--- src/rtl/reg_shadow_pkg.sv ---
// rtl/reg_shadow_pkg.sv - shared types and constants for the register shadow latch
//
// Purpose: the FSM state encoding, the settle-counter width and a helper that
// gives the LSB position of one register inside the flat register bus.
package reg_shadow_pkg;

  typedef enum logic [1:0] {
    IDLE    = 2'd0,
    SETTLE  = 2'd1,
    ARM     = 2'd2,
    CAPTURE = 2'd3
  } state_e;

  localparam int CNT_WIDTH = 8;

  // LSB of register idx in a flat bus of registers that are width bits wide.
  function automatic int reg_lsb(input int idx, input int width);
    return idx * width;
  endfunction

endpackage

--- src/rtl/cc_sync2.sv ---
// rtl/cc_sync2.sv - generic two-flop synchronizer
//
// Purpose: brings an asynchronous level into the clk domain.
// Ports:
//   clk   - destination clock
//   reset - asynchronous, active-low reset (clears both stages)
//   d     - asynchronous input, WIDTH bits
//   q     - synchronized output, WIDTH bits, two clk edges of latency
module cc_sync2 #(
  parameter int WIDTH = 1
) (
  input  logic             clk,
  input  logic             reset,
  input  logic [WIDTH-1:0] d,
  output logic [WIDTH-1:0] q
);

  logic [WIDTH-1:0] meta_q, meta_d;
  logic [WIDTH-1:0] sync_q, sync_d;

  always_comb begin
    meta_d = d;
    sync_d = meta_q;
  end

  always_ff @(posedge clk or negedge reset) begin
    if (!reset) begin
      meta_q <= '0;
      sync_q <= '0;
    end else begin
      meta_q <= meta_d;
      sync_q <= sync_d;
    end
  end

  assign q = sync_q;

endmodule

--- src/rtl/reg_shadow_latch.sv ---
// rtl/reg_shadow_latch.sv - clk-domain shadow copy of the bus-clocked register file
//
// Purpose: watches register bus write activity, waits for the bus to stay quiet
// for SETTLE_CYCLES clocks, then snapshots the whole flat register bus into a
// shadow copy (optionally only on the rising edge of vblank) so rendering logic
// sees values that are glitch-free and constant for a whole frame.
// Ports:
//   clk          - system clock
//   reset        - asynchronous, active-low reset
//   values_in    - live flat register bus (async to clk, stable while quiet)
//   bus_en       - register bus access enable (async)
//   bus_wr       - register bus write strobe (async, data committed on its fall)
//   vblank       - vertical blank flag (clk domain)
//   force_update - one-cycle request to capture once settled, ignoring vblank
//   values_out   - shadow copy, same packing as values_in
//   pending      - a write has ended that has not been captured yet
//   update_done  - one-cycle pulse in the cycle after a capture
module reg_shadow_latch
  import reg_shadow_pkg::*;
#(
  parameter int DATA_WIDTH     = 16,
  parameter int NUM_REGS       = 16,
  parameter int SETTLE_CYCLES  = 4,
  parameter int SYNC_TO_VBLANK = 1
) (
  input  logic                           clk,
  input  logic                           reset,
  input  logic [DATA_WIDTH*NUM_REGS-1:0] values_in,
  input  logic                           bus_en,
  input  logic                           bus_wr,
  input  logic                           vblank,
  input  logic                           force_update,
  output logic [DATA_WIDTH*NUM_REGS-1:0] values_out,
  output logic                           pending,
  output logic                           update_done
);

  localparam int FLAT_W = DATA_WIDTH * NUM_REGS;
  localparam logic [CNT_WIDTH-1:0] SETTLE_LOAD = CNT_WIDTH'(SETTLE_CYCLES);
  localparam logic [CNT_WIDTH-1:0] CNT_ONE     = CNT_WIDTH'(1);

  logic busy_raw;
  logic busy_s;

  assign busy_raw = bus_en & bus_wr;

  cc_sync2 #(.WIDTH(1)) u_busy_sync (
    .clk   (clk),
    .reset (reset),
    .d     (busy_raw),
    .q     (busy_s)
  );

  state_e               state_q, state_d;
  logic [CNT_WIDTH-1:0] cnt_q, cnt_d;
  logic                 busy_d_q, busy_d_d;
  logic                 vblank_d_q, vblank_d_d;
  logic                 force_req_q, force_req_d;
  logic                 pending_q, pending_d;
  logic                 update_done_q, update_done_d;
  logic [FLAT_W-1:0]    values_q, values_d;

  logic fall;
  logic vblank_rise;
  logic capture;

  assign fall        = busy_d_q & ~busy_s;
  assign vblank_rise = vblank & ~vblank_d_q;
  assign capture     = (state_q == CAPTURE);

  always_comb begin
    state_d = state_q;
    cnt_d   = cnt_q;
    case (state_q)
      IDLE: begin
        if (fall) begin
          state_d = SETTLE;
          cnt_d   = SETTLE_LOAD;
        end
      end
      SETTLE: begin
        if (busy_s) begin
          cnt_d = SETTLE_LOAD;
        end else begin
          cnt_d = cnt_q - CNT_ONE;
          if (cnt_q == CNT_ONE) begin
            state_d = ARM;
          end
        end
      end
      ARM: begin
        // A new write beats vblank/force: the bus is moving again, so the
        // capture is pushed back until it has settled once more.
        if (busy_s) begin
          state_d = SETTLE;
          cnt_d   = SETTLE_LOAD;
        end else if ((SYNC_TO_VBLANK == 0) || force_req_q || vblank_rise) begin
          state_d = CAPTURE;
        end
      end
      CAPTURE: begin
        // A write ending in the capture cycle would otherwise leave pending
        // set with nothing scheduled to capture it.
        if (fall) begin
          state_d = SETTLE;
          cnt_d   = SETTLE_LOAD;
        end else begin
          state_d = IDLE;
        end
      end
      default: begin
        state_d = IDLE;
        cnt_d   = '0;
      end
    endcase
  end

  always_comb begin
    busy_d_d      = busy_s;
    vblank_d_d    = vblank;
    update_done_d = capture;
    values_d      = capture ? values_in : values_q;
    // Set beats clear when a write ends in the capture cycle.
    pending_d     = fall ? 1'b1 : (capture ? 1'b0 : pending_q);
    force_req_d   = force_update | (force_req_q & ~capture);
  end

  always_ff @(posedge clk or negedge reset) begin
    if (!reset) begin
      state_q       <= IDLE;
      cnt_q         <= '0;
      busy_d_q      <= 1'b0;
      vblank_d_q    <= 1'b0;
      force_req_q   <= 1'b0;
      pending_q     <= 1'b0;
      update_done_q <= 1'b0;
      values_q      <= '0;
    end else begin
      state_q       <= state_d;
      cnt_q         <= cnt_d;
      busy_d_q      <= busy_d_d;
      vblank_d_q    <= vblank_d_d;
      force_req_q   <= force_req_d;
      pending_q     <= pending_d;
      update_done_q <= update_done_d;
      values_q      <= values_d;
    end
  end

  assign values_out  = values_q;
  assign pending     = pending_q;
  assign update_done = update_done_q;

endmodule

--- config.mk ---
export PLATFORM = sky130hd
export DESIGN_NAME = reg_shadow_latch
export DESIGN_NICKNAME = d
export VERILOG_FILES = /design/src/rtl/reg_shadow_pkg.sv /design/src/rtl/cc_sync2.sv /design/src/rtl/reg_shadow_latch.sv
export SDC_FILE = /design/constraint.sdc
export NUM_CORES = 1
export LEC_CHECK = 0
export ABC_AREA = 1
export CORE_ASPECT_RATIO = 0.8
export CORE_MARGIN = 2
export CORE_UTILIZATION = 31
export DETAILED_ROUTE_END_ITERATION = 12
export GPL_ROUTABILITY_DRIVEN = 1
export PLACE_DENSITY = 0.71
export SLEW_MARGIN = 5
export SYNTH_ARGS = -nofsm -noshare
export SYNTH_HDL_FRONTEND = slang
export SYNTH_SLANG_ARGS = --single-unit
--- constraint.sdc ---
create_clock -name clk -period 2.05 [get_ports clk]
set_input_delay 0.615 -clock clk [delete_from_list [all_inputs] [get_ports clk]]
set_output_delay 0.615 -clock clk [all_outputs]
set_load 0.1 [all_outputs]
# After elaboration in Yosys (flattened, before gate mapping)

Index checks and enable logic that the tools add are counted.

Add/subtract/negate cells: 1
Multiply operators: 0
Div/mod/pow operators: 0
$lt $le $gt $ge: 0
Eq/ne operators: 10
Shift-type cells: 0
Multiplexer cells: 13
Bitwise gates (word level): 8
Reductions and logical operators: 6

Operators with widths:

| kind                                             | count |
|---|---|
| 2-to-1 mux 8 bit                                 | 3 |
| one-hot mux 8 bit (3 select lines)               | 1 |
| 2-to-1 mux 2 bit                                 | 5 |
| == test 8 x 1 -> 1 bit, second input constant    | 1 |
| one-hot mux 2 bit (4 select lines)               | 1 |
| subtractor 8 x 1 -> 8 bit, second input constant | 1 |
| != test 2 bit, second input constant             | 3 |
| AND 1 bit                                        | 4 |
| == test 2 bit, second input constant             | 2 |
| != test 2 x 1 -> 1 bit, second input constant    | 2 |
| AND reduction 4 bit                              | 1 |
| 2-to-1 mux 1 bit                                 | 3 |
| != test 3 x 2 -> 1 bit, second input constant    | 1 |
| NOT 1 bit                                        | 3 |
| == test 2 x 1 -> 1 bit, second input constant    | 1 |
| logical NOT 2 bit                                | 1 |
| AND reduction 2 bit                              | 1 |
| nonzero test 2 bit                               | 1 |
| OR reduction 2 bit                               | 1 |
| logical OR 1 bit                                 | 1 |
| OR 1 bit                                         | 1 |

Flip-flop bits (word level): 273
Bits in latches: 0
Memory bits (writable): 0
Memory bits (read-only): 0
Bits of input ports: 262
Output and inout bits: 258
Word-level logic and storage cells: 48
Memories: 0

# Logic depth before layout (Yosys ltp)

Depth after elaboration: 6
Gate-level depth with buffers: 9

# Cells and area by module

From an unflattened synthesis, not the netlist that was laid out.

Cells, all modules: 657
Area, all modules: 11287.1 µm²

Modules (own cells, without submodules):

| module           | instances | cells an instance | area each (µm²) | seq. area each (µm²) |
|---|---|---|---|---|
| reg_shadow_latch | 1         | 655               | 11237.0         | 6781.5 |
| cc_sync2         | 1         | 2                 | 50.0            | 50.0 |

# Worst setup path after synthesis

No wires, ideal clock.

Path kind: flip-flop to output port
Start: register values_q[100], in the netlist values_out[100]
End: output port values_out[100]
Data arrival time: 0.898 ns
Data required time: 1.435 ns
Slack: 0.537 ns
Stages on the path, launching flop included: 1
Cell sequence: dfrtp_1

RTL lines:

| item                     | RTL line                | text |
|---|---|---|
| start: declaration       | reg_shadow_latch.sv:61  | `logic [FLAT_W-1:0] values_q, values_d;` |
| start signal: assignment | reg_shadow_latch.sv:146 | `values_q <= values_d;` |
| end: declaration         | reg_shadow_latch.sv:33  | `output logic [DATA_WIDTH*NUM_REGS-1:0] values_out,` |

No word-level cell between the ends.

# Worst setup path after layout

Start: register values_q[188], in the netlist values_out[188]
End: output port values_out[188]

No word-level cell between the ends.

==> results by group <==
Outcome
  – Status: complete, no violations

Clocking
  – CTS Buffer Depth: 3
  – CTS sink count: around 270
  – Cts bufs inserted: 30
  – Post-CTS Setup Repair Bufs: 0
  – Clk Latency, worst-skew pair: approximately 560 ps
  – H-tree Lvls: 1
  – Clock transition at path regs: ~60 ps
  – Root buffer cell: clkbuf_16
  – CTS tree: done

Worst setup path
  – Critical path endpoint category: output port
  – Critical path's top delay family: flip-flops
  – Critical path fanouts, max: 2
  – Crit path launch type: register
  – CP required: 1430 ps
  – CP peak stage delay: roughly 440 ps
  – Critical path class: reg2out
  – WP data arrival: roughly 1200 ps
  – Cell Chain, Critical Path: buf_12
  – CP max-delay cell: dfrtp_1
  – Buffers plus inverters on the worst setup path: 1

Floorplanning
  – Die area: about 38000 sq um
  – Initial Util: 31.4%
  – Die width: between 200 and 250 um
  – Die height: between 150 and 200 um
  – Site row count: 62
  – Core ar.: approximately 36000 sq um
  – Top Ports: 520

Synthesis
  – Sequential-to-total area share from yosys stat: about three fifths
  – Netlist cell types: 21
  – Post-Syn Area per Cell: ~17 sq um
  – Post-synthesis sequential element count: roughly 270
  – Mapped Cells: about 660
  – Mapped Area: between 10000 and 15000 sq um
  – Net count after synthesis: approximately 930
  – Ys Warns: 0

Layout
  – # nets final: 1476
  – Share of post-route cells with drive strength above 1: approximately half
  – Util after Layout: 57.9%
  – Final non-filler cell total: 1709
  – Layout area overhead: 84.3%
  – ANT cells: 0

Place
  – Gpl congestion: 0.826
  – Dpl cells: between 1500 and 2000
  – Port Buf Inserts: about 520
  – Final HPWL DP: 26500 um

GRT
  – GR peak layer: met2
  – Total Routing Usage GR: about 18%
  – Number of global-route vias before repair: 8313
  – M3 GR Usage: under 10%
  – Initial antenna violation count: 0
  – Grt met2 use: around 30%
  – Total grt overflow: 0
  – Global routing usage on met1: a little under a quarter
  – Largest net degree at the start of global routing: 51
  – First-pass GRT wire length: between 50000 and 60000 um

STA
  – Final hold vios: 0
  – Unrepaired setup endpoints after global routing: no
  – Slew @ Worst Pin: 487 ps
  – Max Fclk: 550 MHz
  – Post-route minimum period: ~1800 ps
  – Final Cycle Share: 88.7%
  – Setup TNS: 0 ps
  – Slew Viols, Final: 0
  – Slew HR: around two thirds
  – Setup Skew: slightly above 10 ps
  – Hold slack: 369 ps
  – Final setup vio count: 0

Detailed routing
  – Post-DR vias/cell: around 4.4
  – TritonRoute pass-1 iters: 4
  – Post-route ant nets: 0
  – Routed vias: approximately 7600
  – DRT iter0 DRCs: 317
  – Routed WL: around 35000 um
  – DRC: 0
  – Drt wl/cell: between 20 and 25 um

Run
  – Max Cap Viol: 0

Min path
  – Hold Path Class: reg2reg
-- through the flow --
step / cell area [sq um] / setup WS (ps)
2_1_floorplan: 11300 / 537
3_3_place_gp: 19700 / 345
3_5_place_dp: 19700 / 348
4_1_cts: 20700 / 198
5_1_grt: 20700 / 170
6_report: 20700 / 232
-- registers in the layout, summed over array words and instances (netlist names) --
| register | count |
|---|---|
| values_out | 256 |
| cnt_q | 8 |
| state_q | 2 |
| busy_d_q | 1 |
| force_req_q | 1 |
| pending | 1 |
| u_busy_sync.meta_q | 1 |
| u_busy_sync.q | 1 |
| update_done | 1 |
| vblank_d_q | 1 |
-- Yosys cell counts --
library cell  instances  area share [%]
a21oi_1               4            0.18
a21oi_4               1            0.14
buf_2                 4            0.18
buf_6                25             2.5
dfrtp_1             273              61
ha_1                  7            0.78
inv_1                21            0.70
inv_2                 1           0.033
mux2_2               56             5.6
mux2_4              200              27
nand2_1              31             1.0
nand2_2               1           0.056
nand3_1               6            0.27
nand3b_1              1           0.067
nand4_1               2            0.11
nor2_1               15            0.50
nor3_1                1           0.044
o21a_1                1           0.067
o21ai_0               3            0.13
o21bai_1              2            0.13
o22ai_1               2            0.11
-- final timing paths --
check                           depth (start not counted)                           to  slack (ps)                         start
worst min register to register                          0      u_busy_sync.q$_DFF_PN0_         370  u_busy_sync.meta_q$_DFF_PN0_
worst max-delay path                                    1              values_out[188]         230   values_out[188]$_DFFE_PN0P_
min in group asynchronous                               2   values_out[21]$_DFFE_PN0P_         560                         reset
worst max register to register                          4  values_out[254]$_DFFE_PN0P_         350        state_q[0]$_DFFE_PN0P_
worst min-delay path                                    0      u_busy_sync.q$_DFF_PN0_         370  u_busy_sync.meta_q$_DFF_PN0_
max in group asynchronous                               3  values_out[146]$_DFFE_PN0P_         820                         reset
-- kinds of logic after synthesis --
family          share of synthesized area, %
flops                                   60.7
mux                                     32.3
simple gates                            2.08
buf+inv                                 3.41
compound gates                         0.767
fa+ha+maj                              0.778
-- cells in the final DEF (no fill, tap or decap), types with 2 or more instances in the layout --
cell,synthesis,routed
nand2_1,31,31
clkinv_2,0,6
buf_4,0,14
clkdlybuf4s50_1,0,260
o21ai_0,3,3
dfrtp_1,273,273
nand3_1,6,6
inv_1,21,21
bufinv_16,0,3
clkbuf_8,0,7
a21oi_1,4,4
mux2_4,200,200
o22ai_1,2,2
buf_12,0,271
clkbuf_1,0,7
mux2_2,56,56
nand4_1,2,2
nor2_1,15,15
ha_1,7,6
clkbuf_16,0,31
o21bai_1,2,2
-- layout make-up --
| cell class | instances | area [sq um] |
|---|---|---|
| fill | 2729 | 15100 |
| timing repair buffer | 547 | 8160 |
| sequential | 273 | 6830 |
| multi-input combinational | 333 | 4050 |
| clock buffer | 45 | 898 |
| tap | 480 | 601 |
| clock inverter | 9 | 120 |
| inverter | 22 | 82.6 |
-- what timing repair did --
item | CTS | global route
hold buffers | 1 | 0
resized for setup | 0 | 0
hold endpoints to repair | 39 | 0
setup endpoints to repair | 0 | 0
-- layer usage --
metal  vias up  routed length [um]
met5         -                   0
met4         0                 886
met3        62                2840
met2       308               17000
met1      3852               13900
li1       3363                   -
Power is left out: the tool's default activity adds up to more than one toggle a clock period on the data nets, which glitch-free logic cannot reach.
